<file path="config.mk">
export PLATFORM = sky130hd
export DESIGN_NAME = branch_resolver_flat
export DESIGN_NICKNAME = d
export VERILOG_FILES = /design/src/rtl/br_pkg.sv /design/src/rtl/branch_resolver_if.sv /design/src/rtl/br_queue.sv /design/src/rtl/branch_resolver.sv /design/src/flat_wrapper.sv
export SDC_FILE = /design/constraint.sdc
export NUM_CORES = 2
export LEC_CHECK = 0
export CAP_MARGIN = 20
export CORE_AREA = 2 2 444 446
export DETAILED_ROUTE_END_ITERATION = 7
export DIE_AREA = 0 0 446 448
export GPL_TIMING_DRIVEN = 0
export HOLD_SLACK_MARGIN = 0.02
export PLACE_DENSITY_LB_ADDON = 0.3
export SETUP_SLACK_MARGIN = 0.15
export SYNTH_ARGS = -nofsm -noshare
export SYNTH_HDL_FRONTEND = slang
export SYNTH_SLANG_ARGS = --single-unit
</file>
<file path="constraint.sdc">
create_clock -name clk -period 11.3 [get_ports clk]
set_input_delay 1.13 -clock clk [delete_from_list [all_inputs] [get_ports clk]]
set_output_delay 1.13 -clock clk [all_outputs]
set_load 0.01 [all_outputs]
</file>
<file path="src/rtl/br_pkg.sv">
// Shared types for the branch resolver: the tracked-branch slot and the
// predictor update bundle.
package br_pkg;

   localparam int PC_W   = 32;
   localparam int PC_INC = 4;

   typedef struct packed {
      logic            valid;
      logic            resolved;
      logic [PC_W-1:0] pc;
      logic            pred_taken;
      logic [PC_W-1:0] pred_target;
      logic            is_call;
      logic            is_ret;
      logic            act_taken;
      logic [PC_W-1:0] act_target;
   } br_entry_t;

   typedef struct packed {
      logic            new_entry;
      logic [PC_W-1:0] pc_orig;
      logic [PC_W-1:0] target_pc;
      logic            is_taken;
      logic            invalidate;
      logic [PC_W-1:0] old_pc;
      logic            is_jumpl;
   } br_update_t;

endpackage

</file>
<file path="src/rtl/branch_resolver_if.sv">
// Fetch allocation, execute resolution and predictor update signals of the
// branch resolver.
interface branch_resolver_if #(
   parameter int PC_BITS  = 32,
   parameter int DEPTH    = 8,
   parameter int TAG_BITS = $clog2(DEPTH)
);
   logic                alloc_valid;
   logic                alloc_ready;
   logic [PC_BITS-1:0]  alloc_pc;
   logic                alloc_pred_taken;
   logic [PC_BITS-1:0]  alloc_pred_target;
   logic                alloc_is_call;
   logic                alloc_is_ret;
   logic [TAG_BITS-1:0] alloc_tag;
   logic                res_valid;
   logic [TAG_BITS-1:0] res_tag;
   logic                res_taken;
   logic [PC_BITS-1:0]  res_target;
   logic                upd_new_entry;
   logic [PC_BITS-1:0]  upd_pc_orig;
   logic [PC_BITS-1:0]  upd_target_pc;
   logic                upd_is_taken;
   logic                upd_invalidate;
   logic [PC_BITS-1:0]  upd_old_pc;
   logic                upd_is_jumpl;
   logic                branch_resolved;
   logic                must_flush;
   logic [PC_BITS-1:0]  redirect_pc;

   modport slave (
      input  alloc_valid, alloc_pc, alloc_pred_taken, alloc_pred_target,
             alloc_is_call, alloc_is_ret, res_valid, res_tag, res_taken, res_target,
      output alloc_ready, alloc_tag, upd_new_entry, upd_pc_orig, upd_target_pc,
             upd_is_taken, upd_invalidate, upd_old_pc, upd_is_jumpl,
             branch_resolved, must_flush, redirect_pc
   );

   modport master (
      output alloc_valid, alloc_pc, alloc_pred_taken, alloc_pred_target,
             alloc_is_call, alloc_is_ret, res_valid, res_tag, res_taken, res_target,
      input  alloc_ready, alloc_tag, upd_new_entry, upd_pc_orig, upd_target_pc,
             upd_is_taken, upd_invalidate, upd_old_pc, upd_is_jumpl,
             branch_resolved, must_flush, redirect_pc
   );
endinterface

</file>
<file path="src/rtl/br_queue.sv">
// In-order circular store of in-flight branches; slots fill at tail, are
// resolved by tag in any order and leave from head.
module br_queue
   import br_pkg::*;
#(
   parameter int DEPTH    = 8,
   parameter int TAG_BITS = $clog2(DEPTH)
) (
   input  logic                clk,
   input  logic                rst_n,
   input  logic                alloc_en,
   input  br_entry_t           alloc_entry,
   output logic [TAG_BITS-1:0] tail,
   output logic [TAG_BITS:0]   count,
   input  logic                res_en,
   input  logic [TAG_BITS-1:0] res_tag,
   input  logic                res_taken,
   input  logic [PC_W-1:0]     res_target,
   output br_entry_t           head_entry,
   input  logic                pop,
   input  logic                clear
);
   br_entry_t             slots_q [DEPTH];
   br_entry_t             slots_d [DEPTH];
   logic [TAG_BITS-1:0]   head_q, head_d, tail_q, tail_d;
   logic [TAG_BITS:0]     count_q, count_d;

   assign head_entry = slots_q[head_q];
   assign tail       = tail_q;
   assign count      = count_q;

   always_comb begin
      slots_d = slots_q;
      head_d  = head_q;
      tail_d  = tail_q;
      count_d = count_q;
      if (clear) begin
         for (int i = 0; i < DEPTH; i++) begin
            slots_d[i].valid    = 1'b0;
            slots_d[i].resolved = 1'b0;
         end
         head_d  = '0;
         tail_d  = '0;
         count_d = '0;
      end else begin
         // Late or duplicate outcomes must not disturb a slot.
         if (res_en && slots_q[res_tag].valid && !slots_q[res_tag].resolved) begin
            slots_d[res_tag].resolved   = 1'b1;
            slots_d[res_tag].act_taken  = res_taken;
            slots_d[res_tag].act_target = res_target;
         end
         if (pop) begin
            slots_d[head_q].valid    = 1'b0;
            slots_d[head_q].resolved = 1'b0;
            head_d                   = head_q + TAG_BITS'(1);
         end
         if (alloc_en) begin
            slots_d[tail_q]          = alloc_entry;
            slots_d[tail_q].valid    = 1'b1;
            slots_d[tail_q].resolved = 1'b0;
            tail_d                   = tail_q + TAG_BITS'(1);
         end
         count_d = count_q + (TAG_BITS+1)'(alloc_en) - (TAG_BITS+1)'(pop);
      end
   end

   always_ff @(posedge clk or negedge rst_n) begin
      if (!rst_n) begin
         for (int i = 0; i < DEPTH; i++) slots_q[i] <= '0;
         head_q  <= '0;
         tail_q  <= '0;
         count_q <= '0;
      end else begin
         slots_q <= slots_d;
         head_q  <= head_d;
         tail_q  <= tail_d;
         count_q <= count_d;
      end
   end

endmodule

</file>
<file path="src/rtl/branch_resolver.sv">
// Retires tracked branches in order, compares prediction against outcome and
// drives the registered predictor update, flush and redirect.
module branch_resolver
   import br_pkg::*;
#(
   parameter int PC_BITS  = PC_W,
   parameter int DEPTH    = 8,
   parameter int TAG_BITS = $clog2(DEPTH)
) (
   input logic              clk,
   input logic              rst_n,
   branch_resolver_if.slave bif
);
   br_entry_t           head, alloc_entry;
   logic [TAG_BITS-1:0] tail;
   logic [TAG_BITS:0]   count;
   logic                commit_now, mispredict, flush_now, alloc_ready;
   logic [PC_BITS-1:0]  seq_pc;

   br_update_t          upd_q, upd_d;
   logic                resolved_q, resolved_d, flush_q, flush_d;
   logic [PC_BITS-1:0]  redirect_q, redirect_d;

   assign commit_now  = head.valid & head.resolved;
   assign mispredict  = (head.pred_taken != head.act_taken) |
                        (head.act_taken & (head.pred_target != head.act_target));
   assign flush_now   = commit_now & mispredict;
   assign alloc_ready = (count != (TAG_BITS+1)'(DEPTH)) & ~flush_now;
   assign seq_pc      = head.pc[PC_BITS-1:0] + PC_BITS'(PC_INC);

   always_comb begin
      alloc_entry             = '0;
      alloc_entry.pc          = PC_W'(bif.alloc_pc);
      alloc_entry.pred_taken  = bif.alloc_pred_taken;
      alloc_entry.pred_target = PC_W'(bif.alloc_pred_target);
      alloc_entry.is_call     = bif.alloc_is_call;
      alloc_entry.is_ret      = bif.alloc_is_ret;
   end

   br_queue #(.DEPTH(DEPTH), .TAG_BITS(TAG_BITS)) u_queue (
      .clk         (clk),
      .rst_n       (rst_n),
      .alloc_en    (bif.alloc_valid & alloc_ready),
      .alloc_entry (alloc_entry),
      .tail        (tail),
      .count       (count),
      .res_en      (bif.res_valid),
      .res_tag     (bif.res_tag),
      .res_taken   (bif.res_taken),
      .res_target  (PC_W'(bif.res_target)),
      .head_entry  (head),
      .pop         (commit_now & ~mispredict),
      .clear       (flush_now)
   );

   // Outputs describe the branch that retired on the previous edge.
   always_comb begin
      upd_d      = '0;
      resolved_d = 1'b0;
      flush_d    = 1'b0;
      redirect_d = '0;
      if (commit_now) begin
         resolved_d       = 1'b1;
         flush_d          = mispredict;
         redirect_d       = head.act_taken ? head.act_target[PC_BITS-1:0] : seq_pc;
         upd_d.new_entry  = ~head.is_ret;
         upd_d.pc_orig    = head.pc;
         upd_d.target_pc  = head.act_target;
         upd_d.is_taken   = head.act_taken;
         upd_d.invalidate = head.pred_taken & ~head.act_taken & ~head.is_ret;
         upd_d.old_pc     = head.pc;
         upd_d.is_jumpl   = head.is_call;
      end
   end

   always_ff @(posedge clk or negedge rst_n) begin
      if (!rst_n) begin
         upd_q      <= '0;
         resolved_q <= 1'b0;
         flush_q    <= 1'b0;
         redirect_q <= '0;
      end else begin
         upd_q      <= upd_d;
         resolved_q <= resolved_d;
         flush_q    <= flush_d;
         redirect_q <= redirect_d;
      end
   end

   assign bif.alloc_ready     = alloc_ready;
   assign bif.alloc_tag       = tail;
   assign bif.branch_resolved = resolved_q;
   assign bif.must_flush      = flush_q;
   assign bif.redirect_pc     = redirect_q;
   assign bif.upd_new_entry   = upd_q.new_entry;
   assign bif.upd_pc_orig     = upd_q.pc_orig[PC_BITS-1:0];
   assign bif.upd_target_pc   = upd_q.target_pc[PC_BITS-1:0];
   assign bif.upd_is_taken    = upd_q.is_taken;
   assign bif.upd_invalidate  = upd_q.invalidate;
   assign bif.upd_old_pc      = upd_q.old_pc[PC_BITS-1:0];
   assign bif.upd_is_jumpl    = upd_q.is_jumpl;

endmodule

</file>
<file path="src/flat_wrapper.sv">
// flat-port wrapper written by rule: the top's interface ports become plain ports
module branch_resolver_flat import br_pkg::*;
#(
   parameter int PC_BITS  = PC_W,
   parameter int DEPTH    = 8,
   parameter int TAG_BITS = $clog2(DEPTH)
)
  (clk, rst_n, bif_alloc_valid, bif_alloc_pc, bif_alloc_pred_taken, bif_alloc_pred_target, bif_alloc_is_call, bif_alloc_is_ret, bif_res_valid, bif_res_tag, bif_res_taken, bif_res_target, bif_alloc_ready, bif_alloc_tag, bif_upd_new_entry, bif_upd_pc_orig, bif_upd_target_pc, bif_upd_is_taken, bif_upd_invalidate, bif_upd_old_pc, bif_upd_is_jumpl, bif_branch_resolved, bif_must_flush, bif_redirect_pc);
  branch_resolver_if #(.PC_BITS(PC_BITS), .DEPTH(DEPTH), .TAG_BITS(TAG_BITS)) bif_i ();
  input logic clk;
  input logic rst_n;
  input wire logic [$bits(bif_i.alloc_valid)-1:0] bif_alloc_valid;
  input wire logic [$bits(bif_i.alloc_pc)-1:0] bif_alloc_pc;
  input wire logic [$bits(bif_i.alloc_pred_taken)-1:0] bif_alloc_pred_taken;
  input wire logic [$bits(bif_i.alloc_pred_target)-1:0] bif_alloc_pred_target;
  input wire logic [$bits(bif_i.alloc_is_call)-1:0] bif_alloc_is_call;
  input wire logic [$bits(bif_i.alloc_is_ret)-1:0] bif_alloc_is_ret;
  input wire logic [$bits(bif_i.res_valid)-1:0] bif_res_valid;
  input wire logic [$bits(bif_i.res_tag)-1:0] bif_res_tag;
  input wire logic [$bits(bif_i.res_taken)-1:0] bif_res_taken;
  input wire logic [$bits(bif_i.res_target)-1:0] bif_res_target;
  output wire logic [$bits(bif_i.alloc_ready)-1:0] bif_alloc_ready;
  output wire logic [$bits(bif_i.alloc_tag)-1:0] bif_alloc_tag;
  output wire logic [$bits(bif_i.upd_new_entry)-1:0] bif_upd_new_entry;
  output wire logic [$bits(bif_i.upd_pc_orig)-1:0] bif_upd_pc_orig;
  output wire logic [$bits(bif_i.upd_target_pc)-1:0] bif_upd_target_pc;
  output wire logic [$bits(bif_i.upd_is_taken)-1:0] bif_upd_is_taken;
  output wire logic [$bits(bif_i.upd_invalidate)-1:0] bif_upd_invalidate;
  output wire logic [$bits(bif_i.upd_old_pc)-1:0] bif_upd_old_pc;
  output wire logic [$bits(bif_i.upd_is_jumpl)-1:0] bif_upd_is_jumpl;
  output wire logic [$bits(bif_i.branch_resolved)-1:0] bif_branch_resolved;
  output wire logic [$bits(bif_i.must_flush)-1:0] bif_must_flush;
  output wire logic [$bits(bif_i.redirect_pc)-1:0] bif_redirect_pc;
  assign bif_i.alloc_valid = bif_alloc_valid;
  assign bif_i.alloc_pc = bif_alloc_pc;
  assign bif_i.alloc_pred_taken = bif_alloc_pred_taken;
  assign bif_i.alloc_pred_target = bif_alloc_pred_target;
  assign bif_i.alloc_is_call = bif_alloc_is_call;
  assign bif_i.alloc_is_ret = bif_alloc_is_ret;
  assign bif_i.res_valid = bif_res_valid;
  assign bif_i.res_tag = bif_res_tag;
  assign bif_i.res_taken = bif_res_taken;
  assign bif_i.res_target = bif_res_target;
  assign bif_alloc_ready = bif_i.alloc_ready;
  assign bif_alloc_tag = bif_i.alloc_tag;
  assign bif_upd_new_entry = bif_i.upd_new_entry;
  assign bif_upd_pc_orig = bif_i.upd_pc_orig;
  assign bif_upd_target_pc = bif_i.upd_target_pc;
  assign bif_upd_is_taken = bif_i.upd_is_taken;
  assign bif_upd_invalidate = bif_i.upd_invalidate;
  assign bif_upd_old_pc = bif_i.upd_old_pc;
  assign bif_upd_is_jumpl = bif_i.upd_is_jumpl;
  assign bif_branch_resolved = bif_i.branch_resolved;
  assign bif_must_flush = bif_i.must_flush;
  assign bif_redirect_pc = bif_i.redirect_pc;
  branch_resolver #(.PC_BITS(PC_BITS), .DEPTH(DEPTH), .TAG_BITS(TAG_BITS)) u_core (.clk(clk), .rst_n(rst_n), .bif(bif_i));
endmodule
</file>
==> summary.log <==
[run_status] run status complete, no violations
[setup_path] critical path capture point type output port
[global_routing] pin count of the biggest net entering global routing 112
[final_layout] final-stage net count 5,216
[clock_tree] clock edge transition at the registers on the reported setup and hold paths 0.06 ns
[timing] final slew viol count 0
[global_routing] vias in the first global route 44,749
[pwr] IR Drop Worst-Case VDD 0.000156 V
[synth] Post-Synth Simple-Gate Area 17.2%
[timing] max_slew headroom 5.27%
[setup_path] max incr delay on CP 0.82 ns
[timing] RSZ-0062 raised after global routing false
[timing] Hold Worst Slack 0.375 ns
[global_routing] initial antenna violation count 22
[synth] mean post-synth cell area 10.3 um^2
[routing] post-route DRC violation count 0
[routing] via/cell ratio 5.97
[synth] ranking of synthesized cells by area sky130_fd_sc_hd__dfrtp_1, sky130_fd_sc_hd__a211o_1, sky130_fd_sc_hd__nor2_1
[routing] detailed-router iteration count before antenna repair 7
[timing] transition time of the tightest slew-check pin 1.42 ns
[global_routing] overall global routing resource usage 25.1%
[timing] final count of negative-setup-slack endpoints 0
[setup_path] Worst setup SP type register
[die] die width 446 um
[timing] Hold Violations, Final 0
[place] buffers added on ports 243
[setup_path] sequence of cells on the critical path buf_4, buf_6, buf_6, buf_4, buf_6, o2bb2ai_1, a221oi_4, clkbuf_1, buf_1, ha_1, clkbuf_1, buf_1, a21oi_2, buf_2, nor2_1, clkdlybuf4s50_1
[synth] synth warn 0
[setup_path] required time of the critical path 10.17 ns
[synth] dominant register cell in the synthesized netlist sky130_fd_sc_hd__dfrtp_1
[die] Site Rows 162
[clock_tree] quantity of gates resized following cts 0
[synth] share of synthesized area occupied by flip-flops and latches 47.8%
[global_routing] total congestion overflow 0
[die] I/O Pins 245
[synth] count of unique library cells instantiated by Yosys 81
[clock_tree] postcts setup bufs 0
[timing] final critical-path share of the clock period 84.9%
[synth] combinational family with the most area after synthesis compound AO/OA/AOI/OAI gates
[routing] remaining antenna violation count after routing 0
[global_routing] first-pass GRT wire length 358,000 um
[pwr] overall power after layout 17,600 uW
[synth] library cell occupying the most area in the post-synthesis netlist sky130_fd_sc_hd__dfrtp_1
[routing] total wirelength of the detailed-routed design 259,000 um
[synth] Synth top area share 47.8%
[setup_path] Worst path slowest cell sky130_fd_sc_hd__buf_1
[clock_tree] Skew-Pair Late Insertion Delay 0.79 ns
[clock_tree] Hold-fix buffers, CTS 0
[die] initial core utilization 25.0%
[setup_path] worst endpoint data arrival time 8.47 ns
[final_layout] leading cell types in the layout, fill and taps excluded sky130_fd_sc_hd__dfrtp_1, sky130_fd_sc_hd__nor2_1, sky130_fd_sc_hd__nor3_1
[synth] Post-synth EDFFs 0
[final_layout] fill cell instance count of the final layout 20,203
[run] max-cap violations 0
[synth] cell count after synthesis 4,701
[pwr] P_leak 0.0267 uW
[synth] post-synthesis share of cell area spent on xor and xnor gates 0.991%
[final_layout] share of post-route cells with drive strength above 1 12.4%
[synth] adder-cell share of the synthesized area 0.273%
[final_layout] most common cell after layout, fill and taps aside sky130_fd_sc_hd__dfrtp_1
[synth] nets in the synthesized netlist 4,818
[timing] worst clock skew 0.0567 ns
[clock_tree] Num CTS Buffers 110
[synth] mux contribution to synthesized area 9.77%
[die] Core Box Area 195,000 um^2
[setup_path] most used cell, CP sky130_fd_sc_hd__buf_6
[synth] async set or reset register ratio after synthesis 100%
[clock_tree] Clock Tree Buf Depth 3
[synth] total of flip-flops plus latches after synthesis 928
[die] vertical die dimension 448 um
[clock_tree] clock tree from TritonCTS built
[clock_tree] Clock Tree Root sky130_fd_sc_hd__clkbuf_16
[routing] WL per Instance 33.4 um
[timing] final critical-path required period 9.60 ns
[die] area of the die 200,000 um^2
[routing] via count 46,258
[synth] share of the synthesized area in compound gates (AO/OA/AOI/OAI) 18.4%
[setup_path] biggest fanout along the worst timing path 11
[place] final weighted congestion in routability-driven placement 0.965
[pwr] total power density per cell area 301 nW/um^2
[worst_hold_path] Hold Crit Class in -> async
[routing] number of violations reported at the end of detailed-routing iteration 0 7,145
[clock_tree] Sink Count 928
[setup_path] worst setup path class reg -> out
[synth] netlist area before placement 48,600 um^2
[place] Detail Placement HPWL 177,000 um
[final_layout] Layout area overhead 20.4%
[timing] TNS Setup 0 ns
[timing] maximum frequency from static timing analysis 104 MHz
[clock_tree] H-tree lvl count 3
==> routing by layer <==
layer / share of wire [%] / track usage, % / up-vias
li1: - / - / 18271
met1: 37 / 31.5 / 23684
met2: 43 / 37.4 / 3478
met3: 12 / 7.36 / 807
met4: 7.7 / 16.4 / 18
met5: 0.11 / 0.722 / -
==> synthesized netlist by cell type (19+ instances only) <==
cell type	number
sky130_fd_sc_hd__a211o_1	537
sky130_fd_sc_hd__a21oi_1	34
sky130_fd_sc_hd__a221o_1	277
sky130_fd_sc_hd__and2_1	65
sky130_fd_sc_hd__buf_1	32
sky130_fd_sc_hd__buf_2	108
sky130_fd_sc_hd__buf_4	73
sky130_fd_sc_hd__buf_6	27
sky130_fd_sc_hd__clkbuf_1	244
sky130_fd_sc_hd__dfrtp_1	928
sky130_fd_sc_hd__mux2_2	24
sky130_fd_sc_hd__mux2i_1	119
sky130_fd_sc_hd__mux4_2	146
sky130_fd_sc_hd__nand2_1	236
sky130_fd_sc_hd__nand3_1	19
sky130_fd_sc_hd__nor2_1	883
sky130_fd_sc_hd__nor3_1	591
sky130_fd_sc_hd__o21ai_0	27
sky130_fd_sc_hd__o22ai_1	27
sky130_fd_sc_hd__xnor2_1	43
==> where the power goes <==
group | internal [uW] | leakage [uW] | switching [uW] | total [uW]
logic | 3060 | 0.0129 | 5360 | 8410
clock network | 2090 | 0.00179 | 1590 | 3680
registers | 4670 | 0.0120 | 823 | 5490
total | 9820 | 0.0267 | 7770 | 17600
==> sequential cells by signal (all words and copies together), names as in the netlist <==
name and flops:
u_core.bif.branch_resolved 1, u_core.bif.must_flush 1, u_core.bif.redirect_pc 32, u_core.bif.upd_invalidate 1
u_core.bif.upd_is_jumpl 1, u_core.bif.upd_is_taken 1, u_core.bif.upd_new_entry 1, u_core.bif.upd_old_pc 32
u_core.bif.upd_target_pc 32, u_core.u_queue.count 4, u_core.u_queue.head_q 3, u_core.u_queue.slots_q 816
u_core.u_queue.tail 3
==> cells by family (layout without fill, tap and decap cells) <==
kind of cell / after synthesis / count (layout)
multiplexers: 289 / 289
buffers and inverters: 514 / 1007
XOR/XNOR: 55 / 55
adder cells (fa/ha/maj): 10 / 10
AND/OR/NAND/NOR: 1885 / 1885
other: 0 / 7
flip-flops: 928 / 928
AO/OA/AOI/OAI: 1020 / 1020
==> metrics by stage <==
| step | instance area, um^2 | util [%] | std cells | setup slack, ns |
|---|---|---|---|---|
| 2_1_floorplan | 48600 | - | 4701 | 6.39 |
| 4_1_cts | 58400 | 30.0 | 7731 | 1.84 |
| 3_3_place_gp | 54200 | 27.9 | 7486 | -36.06 |
| 5_1_grt | 58500 | 30.1 | 7741 | 1.73 |
| 6_report | 58500 | 30.1 | 7743 | 1.70 |
| 3_5_place_dp | 54800 | 28.2 | 7524 | 2.63 |
==> critical path: cells and delay by family (launching register included) <==
kind | cells | cell delay (ns)
AND/OR/NAND/NOR | 1 | 0.41
adder cells (fa/ha/maj) | 1 | 0.34
AO/OA/AOI/OAI | 3 | 1.21
buffers and inverters | 11 | 5.14
flip-flops | 1 | 0.57
==> path summary, 6_finish.rpt <==
path / cells after the start / to / from / slack [ns]
max in group asynchronous: 5 / u_core.u_queue.slots_q[91] / rst_n / 8.78
min in group clk: 1 / u_core.u_queue.slots_q[43] / u_core.u_queue.slots_q[43] / 0.48
min: 1 / u_core.bif.redirect_pc[17] / rst_n / 0.38
max reg2reg: 20 / u_core.u_queue.count[1] / u_core.u_queue.head_q[1] / 3.15
min reg2reg: 1 / u_core.u_queue.slots_q[43] / u_core.u_queue.slots_q[43] / 0.48
max: 16 / bif_alloc_ready / u_core.u_queue.head_q[1] / 1.70
==> cell type report <==
cell class | count | area (um^2) | area share, %
Antenna cell | 7 | 17.5 | 0.0299
Buffer | 496 | 2650 | 4.53
Clock buffer | 176 | 3300 | 5.65
Clock inverter | 31 | 328 | 0.560
Inverter | 18 | 67.6 | 0.116
Multi-Input combinational cell | 3259 | 22700 | 38.8
Sequential cell | 928 | 23200 | 39.7
Tap cell | 2542 | 3180 | 5.44
Timing Repair Buffer | 286 | 3040 | 5.19
No activity file was read; power rests on OpenSTA's default activity.
